## config.mk

```make
export PLATFORM = sky130hd
export DESIGN_NAME = dac_frame_scheduler
export DESIGN_NICKNAME = d
export VERILOG_FILES = /design/src/rtl/dac_pkg.sv /design/src/rtl/rr_arbiter.sv /design/src/rtl/dac_frame_scheduler.sv
export SDC_FILE = /design/constraint.sdc
export NUM_CORES = 1
export LEC_CHECK = 0
export ABC_AREA = 1
export BUFFER_PORTS_ARGS = -buffer_cell sky130_fd_sc_hd__buf_2
export CORE_MARGIN = 1
export CORE_UTILIZATION = 40
export CTS_BUF_LIST = sky130_fd_sc_hd__clkbuf_2 sky130_fd_sc_hd__clkbuf_4 sky130_fd_sc_hd__clkbuf_8
export CTS_CLUSTER_DIAMETER = 30
export CTS_CLUSTER_SIZE = 16
export DETAILED_ROUTE_END_ITERATION = 7
export GPL_ROUTABILITY_DRIVEN = 0
export HOLD_SLACK_MARGIN = 0.02
export MAX_ROUTING_LAYER = met4
export PLACE_DENSITY = 0.65
export SYNTH_ARGS = -nofsm -noshare
export SYNTH_HDL_FRONTEND = slang
export SYNTH_SLANG_ARGS = --single-unit
```

## constraint.sdc

```tcl
create_clock -name CLK1MHz -period 1.08 [get_ports CLK1MHz]
set_input_delay 0.054 -clock CLK1MHz [delete_from_list [all_inputs] [get_ports CLK1MHz]]
set_output_delay 0.054 -clock CLK1MHz [all_outputs]
set_load 0.02 [all_outputs]
```

## src/rtl/dac_pkg.sv

```systemverilog
// rtl/dac_pkg.sv - DAC command word layout, NOP word and mode encodings
package dac_pkg;

    localparam int DAC_WORD_W = 16;
    localparam int CH_MSB     = 15;
    localparam int MODE_MSB   = 13;
    localparam int DATA_MSB   = 11;

    // Address 2'b11 is ignored by the DAC, so this keeps frames flowing harmlessly.
    localparam logic [DAC_WORD_W-1:0] NOP_WORD = 16'hC000;

    typedef enum logic [1:0] {
        MODE_NORMAL  = 2'b00,
        MODE_PD_1K   = 2'b01,
        MODE_PD_100K = 2'b10,
        MODE_PD_HIZ  = 2'b11
    } dac_mode_e;

    function automatic logic [DAC_WORD_W-1:0] pack_word(
        input logic [1:0]        ch,
        input logic [1:0]        mode,
        input logic [DATA_MSB:0] sample
    );
        logic [DAC_WORD_W-1:0] word;
        word                   = '0;
        word[CH_MSB -: 2]      = ch;
        word[MODE_MSB -: 2]    = mode;
        word[DATA_MSB:0]       = sample;
        return word;
    endfunction

endpackage

```

## src/rtl/rr_arbiter.sv

```systemverilog
// rtl/rr_arbiter.sv - combinational round-robin arbiter searching from a pointer
module rr_arbiter #(
    parameter int N_CH = 2
) (
    input  logic [N_CH-1:0] req_i,
    input  logic [1:0]      ptr_i,
    input  logic            grant_en_i,
    output logic [N_CH-1:0] grant_o,
    output logic [1:0]      winner_o,
    output logic            any_o
);

    always_comb begin
        grant_o  = '0;
        winner_o = '0;
        any_o    = 1'b0;
        for (int k = 0; k < N_CH; k++) begin
            if (!any_o && req_i[(int'(ptr_i) + k) % N_CH]) begin
                any_o                               = 1'b1;
                winner_o                            = 2'((int'(ptr_i) + k) % N_CH);
                grant_o[(int'(ptr_i) + k) % N_CH]   = grant_en_i;
            end
        end
    end

endmodule

```

## src/rtl/dac_frame_scheduler.sv

```systemverilog
// rtl/dac_frame_scheduler.sv - stages one channel sample per DAC frame, NOP when idle
module dac_frame_scheduler
    import dac_pkg::*;
#(
    parameter int          N_CH     = 2,
    parameter int          DATA_W   = 12,
    parameter logic [15:0] NOP_WORD = dac_pkg::NOP_WORD
) (
    input  logic                     CLK1MHz,
    input  logic                     Reset_n,
    input  logic [N_CH-1:0]          ReqValid,
    input  logic [N_CH*DATA_W-1:0]   ReqData,
    output logic [N_CH-1:0]          ReqReady,
    input  logic [1:0]               Mode,
    input  logic                     Sync,
    output logic [DAC_WORD_W-1:0]    DinParalelo,
    output logic [N_CH-1:0]          Sent,
    output logic                     Idle
);

    logic                  sync_q;
    logic [N_CH-1:0]       pending_q, pending_d;
    logic [N_CH-1:0]       ready_q, ready_d;
    logic [N_CH-1:0]       sent_q, sent_d;
    logic [DATA_W-1:0]     data_q [N_CH];
    logic [DAC_WORD_W-1:0] word_q, word_d;
    logic                  stage_valid_q, stage_valid_d;
    logic [1:0]            stage_ch_q, stage_ch_d;
    logic [1:0]            ptr_q, ptr_d;
    logic                  idle_q, idle_d;

    logic                  commit;
    logic                  idle_fill;
    logic                  grant_en;
    logic [N_CH-1:0]       accept;
    logic [N_CH-1:0]       arb_grant;
    logic [1:0]            arb_winner;
    logic                  arb_any;
    logic [DATA_W-1:0]     win_data;

    // Only the falling edge of Sync commits, so a stuck-high Sync never repeats a word.
    assign commit    = sync_q && !Sync;
    assign idle_fill = !Sync && !stage_valid_q && !commit && arb_any;
    assign grant_en  = idle_fill || commit;
    assign accept    = ReqValid & ready_q;

    rr_arbiter #(.N_CH(N_CH)) u_arb (
        .req_i      (pending_q),
        .ptr_i      (ptr_q),
        .grant_en_i (grant_en),
        .grant_o    (arb_grant),
        .winner_o   (arb_winner),
        .any_o      (arb_any)
    );

    always_comb begin
        win_data = '0;
        for (int i = 0; i < N_CH; i++) begin
            if (arb_winner == 2'(i)) win_data = data_q[i];
        end
    end

    always_comb begin
        word_d        = word_q;
        stage_valid_d = stage_valid_q;
        stage_ch_d    = stage_ch_q;
        ptr_d         = ptr_q;
        pending_d     = (pending_q & ~arb_grant) | accept;
        for (int i = 0; i < N_CH; i++) begin
            sent_d[i] = commit && stage_valid_q && (stage_ch_q == 2'(i));
        end
        if (grant_en) begin
            if (arb_any) begin
                word_d        = pack_word(arb_winner, Mode, win_data);
                stage_valid_d = 1'b1;
                stage_ch_d    = arb_winner;
                ptr_d         = 2'((int'(arb_winner) + 1) % N_CH);
            end else begin
                word_d        = NOP_WORD;
                stage_valid_d = 1'b0;
            end
        end
        ready_d = ~pending_d;
        idle_d  = !stage_valid_d && (pending_d == '0);
    end

    always_ff @(posedge CLK1MHz or negedge Reset_n) begin
        if (!Reset_n) begin
            sync_q        <= 1'b0;
            pending_q     <= '0;
            ready_q       <= '1;
            sent_q        <= '0;
            word_q        <= NOP_WORD;
            stage_valid_q <= 1'b0;
            stage_ch_q    <= '0;
            ptr_q         <= '0;
            idle_q        <= 1'b1;
        end else begin
            sync_q        <= Sync;
            pending_q     <= pending_d;
            ready_q       <= ready_d;
            sent_q        <= sent_d;
            word_q        <= word_d;
            stage_valid_q <= stage_valid_d;
            stage_ch_q    <= stage_ch_d;
            ptr_q         <= ptr_d;
            idle_q        <= idle_d;
        end
    end

    always_ff @(posedge CLK1MHz or negedge Reset_n) begin
        if (!Reset_n) begin
            for (int i = 0; i < N_CH; i++) data_q[i] <= '0;
        end else begin
            for (int i = 0; i < N_CH; i++) begin
                if (accept[i]) data_q[i] <= ReqData[i*DATA_W +: DATA_W];
            end
        end
    end

    assign ReqReady    = ready_q;
    assign DinParalelo = word_q;
    assign Sent        = sent_q;
    assign Idle        = idle_q;

endmodule

```

==> out/qor.yml <==
critical_path:
  cp_data_required_time_ns: 1.33
  path_max_fanout: 4
  start_kind: "flip-flop"
  cp_data_arrival_time_ns: 1.48
  worstSetupEndpointType: "flip-flop"
  worstSetupPathType: "flip-flop to flip-flop"
placed_design:
  io_buffers: 51
  hpwl_um: 3130
logic_synthesis:
  synth_top_cells_by_area: "dfrtp_1 (54%), mux2_2 (6.3%), dfstp_2 (6.2%)"
  syn_area_sq_mm: 0.00214
  synth_compound_gate_area_share: 0.108
  synth_xor_area_frac: 0
  synthMuxAreaShare: 0.0633
  synthCells: 200
  synth_edf_count: 0
  ys_types: 23
  synth_fa_ha_area_frac: 0
  async_flop_share: 1.00
  synth_top_family_by_area: "simple AND/OR/NAND/NOR gates"
  ys_seq_elements: 51
  syn_area_per_cell_sq_um: 10.7
  yosysWarnings: 0
  syn_nets: 231
  yosys.area_share.simple: 0.166
  synthDominantCellAreaShare: 0.539
  yosysSeqAreaShare: 0.600
  yosysTopAreaCell: "dfrtp_1"
  ys.flop_type: "dfrtp_1"
final_layout:
  layout-drive-gt1-share: 0.450
  n_fill_cell: 446
  area_growth_pct: 49.0
  insertedDiodeCount: 0
  final_nets: 332
  multi_input_area_sq_um: 815
  regArea_sq_mm: 0.00128
die:
  die-area_sq_mm: 0.00564
  start_util: 0.416
  boundaryPins: 52
  die_w_um: 75.1
  core-area_sq_mm: 0.00514
  row_count: 26
  die_h_um: 75.1
timing:
  hold_violations: 0
  whs_ns: 0.161
  fin_worst_skew_ns: 0.00920
  relSlewSlack: 0.750
  fin_crit_ns: 1.23
  setup_viol: 32
  period_share: 1.14
  setup_ws_ns: -0.153
  finalMaxSlewViolations: 0
  rsz0062_at_grt: "true"
  worst_slew_pin_slew_ns: 0.375
  fmax_mhz: 811
clock_network:
  clock_latency_ns: 0.31
  cts_buffers: 5
  cts.sinks: 51
  path_clk_slew_ns: 0.09
  cts-root-buf: "clkbuf_8"
  cts-htree-levels: 2
  cts_tree: "built"
  clk_path_buf_depth: 2
routing:
  postRouteAntennaNets: 0
  drt_iter0_markers: 66
  first_pass_iters: 4
  wl_per_cell_um: 12.7
  routed_wl_um: 4740
  drc_errors: 0
  vias: 1730
  via_per_inst: 4.65
global_route:
  grt_use_total: 0.187
  grt.overflow.total: 0
  grt_first_pass_wirelength_um: 7420
  first_global_vias: 1589
  grt_max_degree: 26
  antenna_found_initial: 0
power:
  p_leak_nw: 1.56
  ir_drop_uv: 1220
  switching_share: 0.375
  p_int_w: 0.00550
  p_seq_frac: 0.381
  clock_power_share: 0.156
  power_w: 0.00880
  pwr-share-comb: 0.463
  p_per_area_mw_per_mm2: 2770
  p_sw_w: 0.00330
worst_hold_path:
  hold_class: "input port to flip-flop"
flow_run:
  drv_cap: 0
outcome:
  status: "finished, violations left"
  violations: "negative setup slack"
synth_stat cells, types with 2 or more instances:
| library cell | number |
|---|---|
| nand2_2 | 6 |
| inv_1 | 19 |
| buf_2 | 2 |
| nor2_1 | 18 |
| buf_1 | 2 |
| a21oi_1 | 13 |
| dfrtp_1 | 46 |
| o211ai_1 | 7 |
| mux2_2 | 12 |
| nand3_1 | 15 |
| dfstp_2 | 5 |
| nor3_1 | 2 |
| nand2_4 | 3 |
| nand2_1 | 33 |
| o211ai_2 | 5 |
| a21oi_4 | 2 |
| buf_6 | 3 |
| inv_2 | 2 |
cells by family after synthesis:
kind of cell    count (synthesis)
simple gates                   78
flops                          51
compound gates                 30
buf+inv                        29
mux                            12
timing repair:
| action | in CTS | in global routing |
|---|---|---|
| hold buffers | 28 | 0 |
| gates resized for setup | 9 | 17 |
| setup buffers | 4 | 4 |
| hold endpoints to repair | 78 | 0 |
| pin swaps | 1 | 5 |
| endpoints found under the setup margin | 35 | 49 |
| gates cloned | 1 | 0 |
stage by stage:
step / cells / area (sq um) / worst slack, ns / util / setup TNS (ns)
finish: 372 / 3180 / -0.153 / 0.619 / -2.86
global route: 372 / 3180 / -0.223 / 0.619 / -4.28
detailed placement: 328 / 2610 / -0.127 / 0.509 / -1.53
floorplan: 200 / 2170 / -0.109 / - / -1.19
global placement: 328 / 2610 / -0.0848 / 0.509 / -0.938
CTS: 369 / 3100 / -0.130 / 0.603 / -2.37
metal layers:
| metal | part of all wire | global-route usage | wire length, um | vias up |
|---|---|---|---|---|
| met1 | 0.45 | 0.233 | 2110 | 836 |
| li1 | - | - | - | 858 |
| met4 | 0.014 | 0.0692 | 65 | 0 |
| met3 | 0.030 | 0.0361 | 141 | 7 |
| met5 | 0 | - | 0 | - |
| met2 | 0.51 | 0.302 | 2410 | 29 |
area by class of cell:
| cell class | instances | area share |
|---|---|---|
| Clock buffer | 6 | 0.0260 |
| Clock inverter | 2 | 0.0110 |
| Inverter | 21 | 0.0248 |
| Multi-Input combinational cell | 121 | 0.256 |
| Sequential cell | 51 | 0.403 |
| Tap cell | 70 | 0.0275 |
| Timing Repair Buffer | 101 | 0.251 |
power by group through the flow:
stage	Combinational [W]	Sequential [W]	Clock (W)
5_1_grt	0.00447	0.00345	0.00147
3_5_place_dp	0.00341	0.00336	0
3_3_place_gp	0.00334	0.00334	0
6_report	0.00408	0.00335	0.00137
2_1_floorplan	0.00193	0.00373	0
4_1_cts	0.00382	0.00332	0.00141
placed cells by master, fill, tap and decap left out, types with 2 or more instances in the layout:
master and n:
a21oi_1 13, a21oi_4 2, buf_12 5, buf_2 47
buf_4 14, buf_6 7, clkbuf_8 6, dfrtp_1 45
dfstp_2 5, dlygate4sd3_1 28, inv_1 16, inv_2 5
mux2_2 11, nand2_1 24, nand2_2 13, nand2_4 3
nand2_8 3, nand3_1 15, nor2_1 14, nor2_2 4
nor3_1 2, o211ai_1 7, o211ai_2 5
final timing paths:
| path | start | end | slack (ns) | cells after the start |
|---|---|---|---|---|
| hold reg to reg | stage_ch_q[0] | Sent[0] | 0.44 | 1 |
| max in group asynchronous | Reset_n | DinParalelo[12] | 0.45 | 3 |
| hold / removal | ReqValid[1] | data_q[2] | 0.16 | 3 |
| min in group asynchronous | Reset_n | DinParalelo[1] | 0.19 | 2 |
| setup / recovery | pending_q[0] | Idle | -0.15 | 7 |
| setup reg to reg | pending_q[0] | Idle | -0.15 | 7 |
worst max-delay path: stages, from the launching register on:
cell,delay (ns)
dfrtp_2,0.47
a21oi_4,0.20
buf_4,0.14
buf_6,0.08
nand2_2,0.06
nand2_2,0.06
nand2_2,0.07
nor2_2,0.09
state kept, by name, indices dropped and copies added (netlist names):
register       count
Idle               1
stage_ch_q         1
DinParalelo       16
ptr_q              1
stage_valid_q      1
sync_q             1
Sent               2
data_q            24
ReqReady           2
pending_q          2
(Power assumes the default switching activity.)
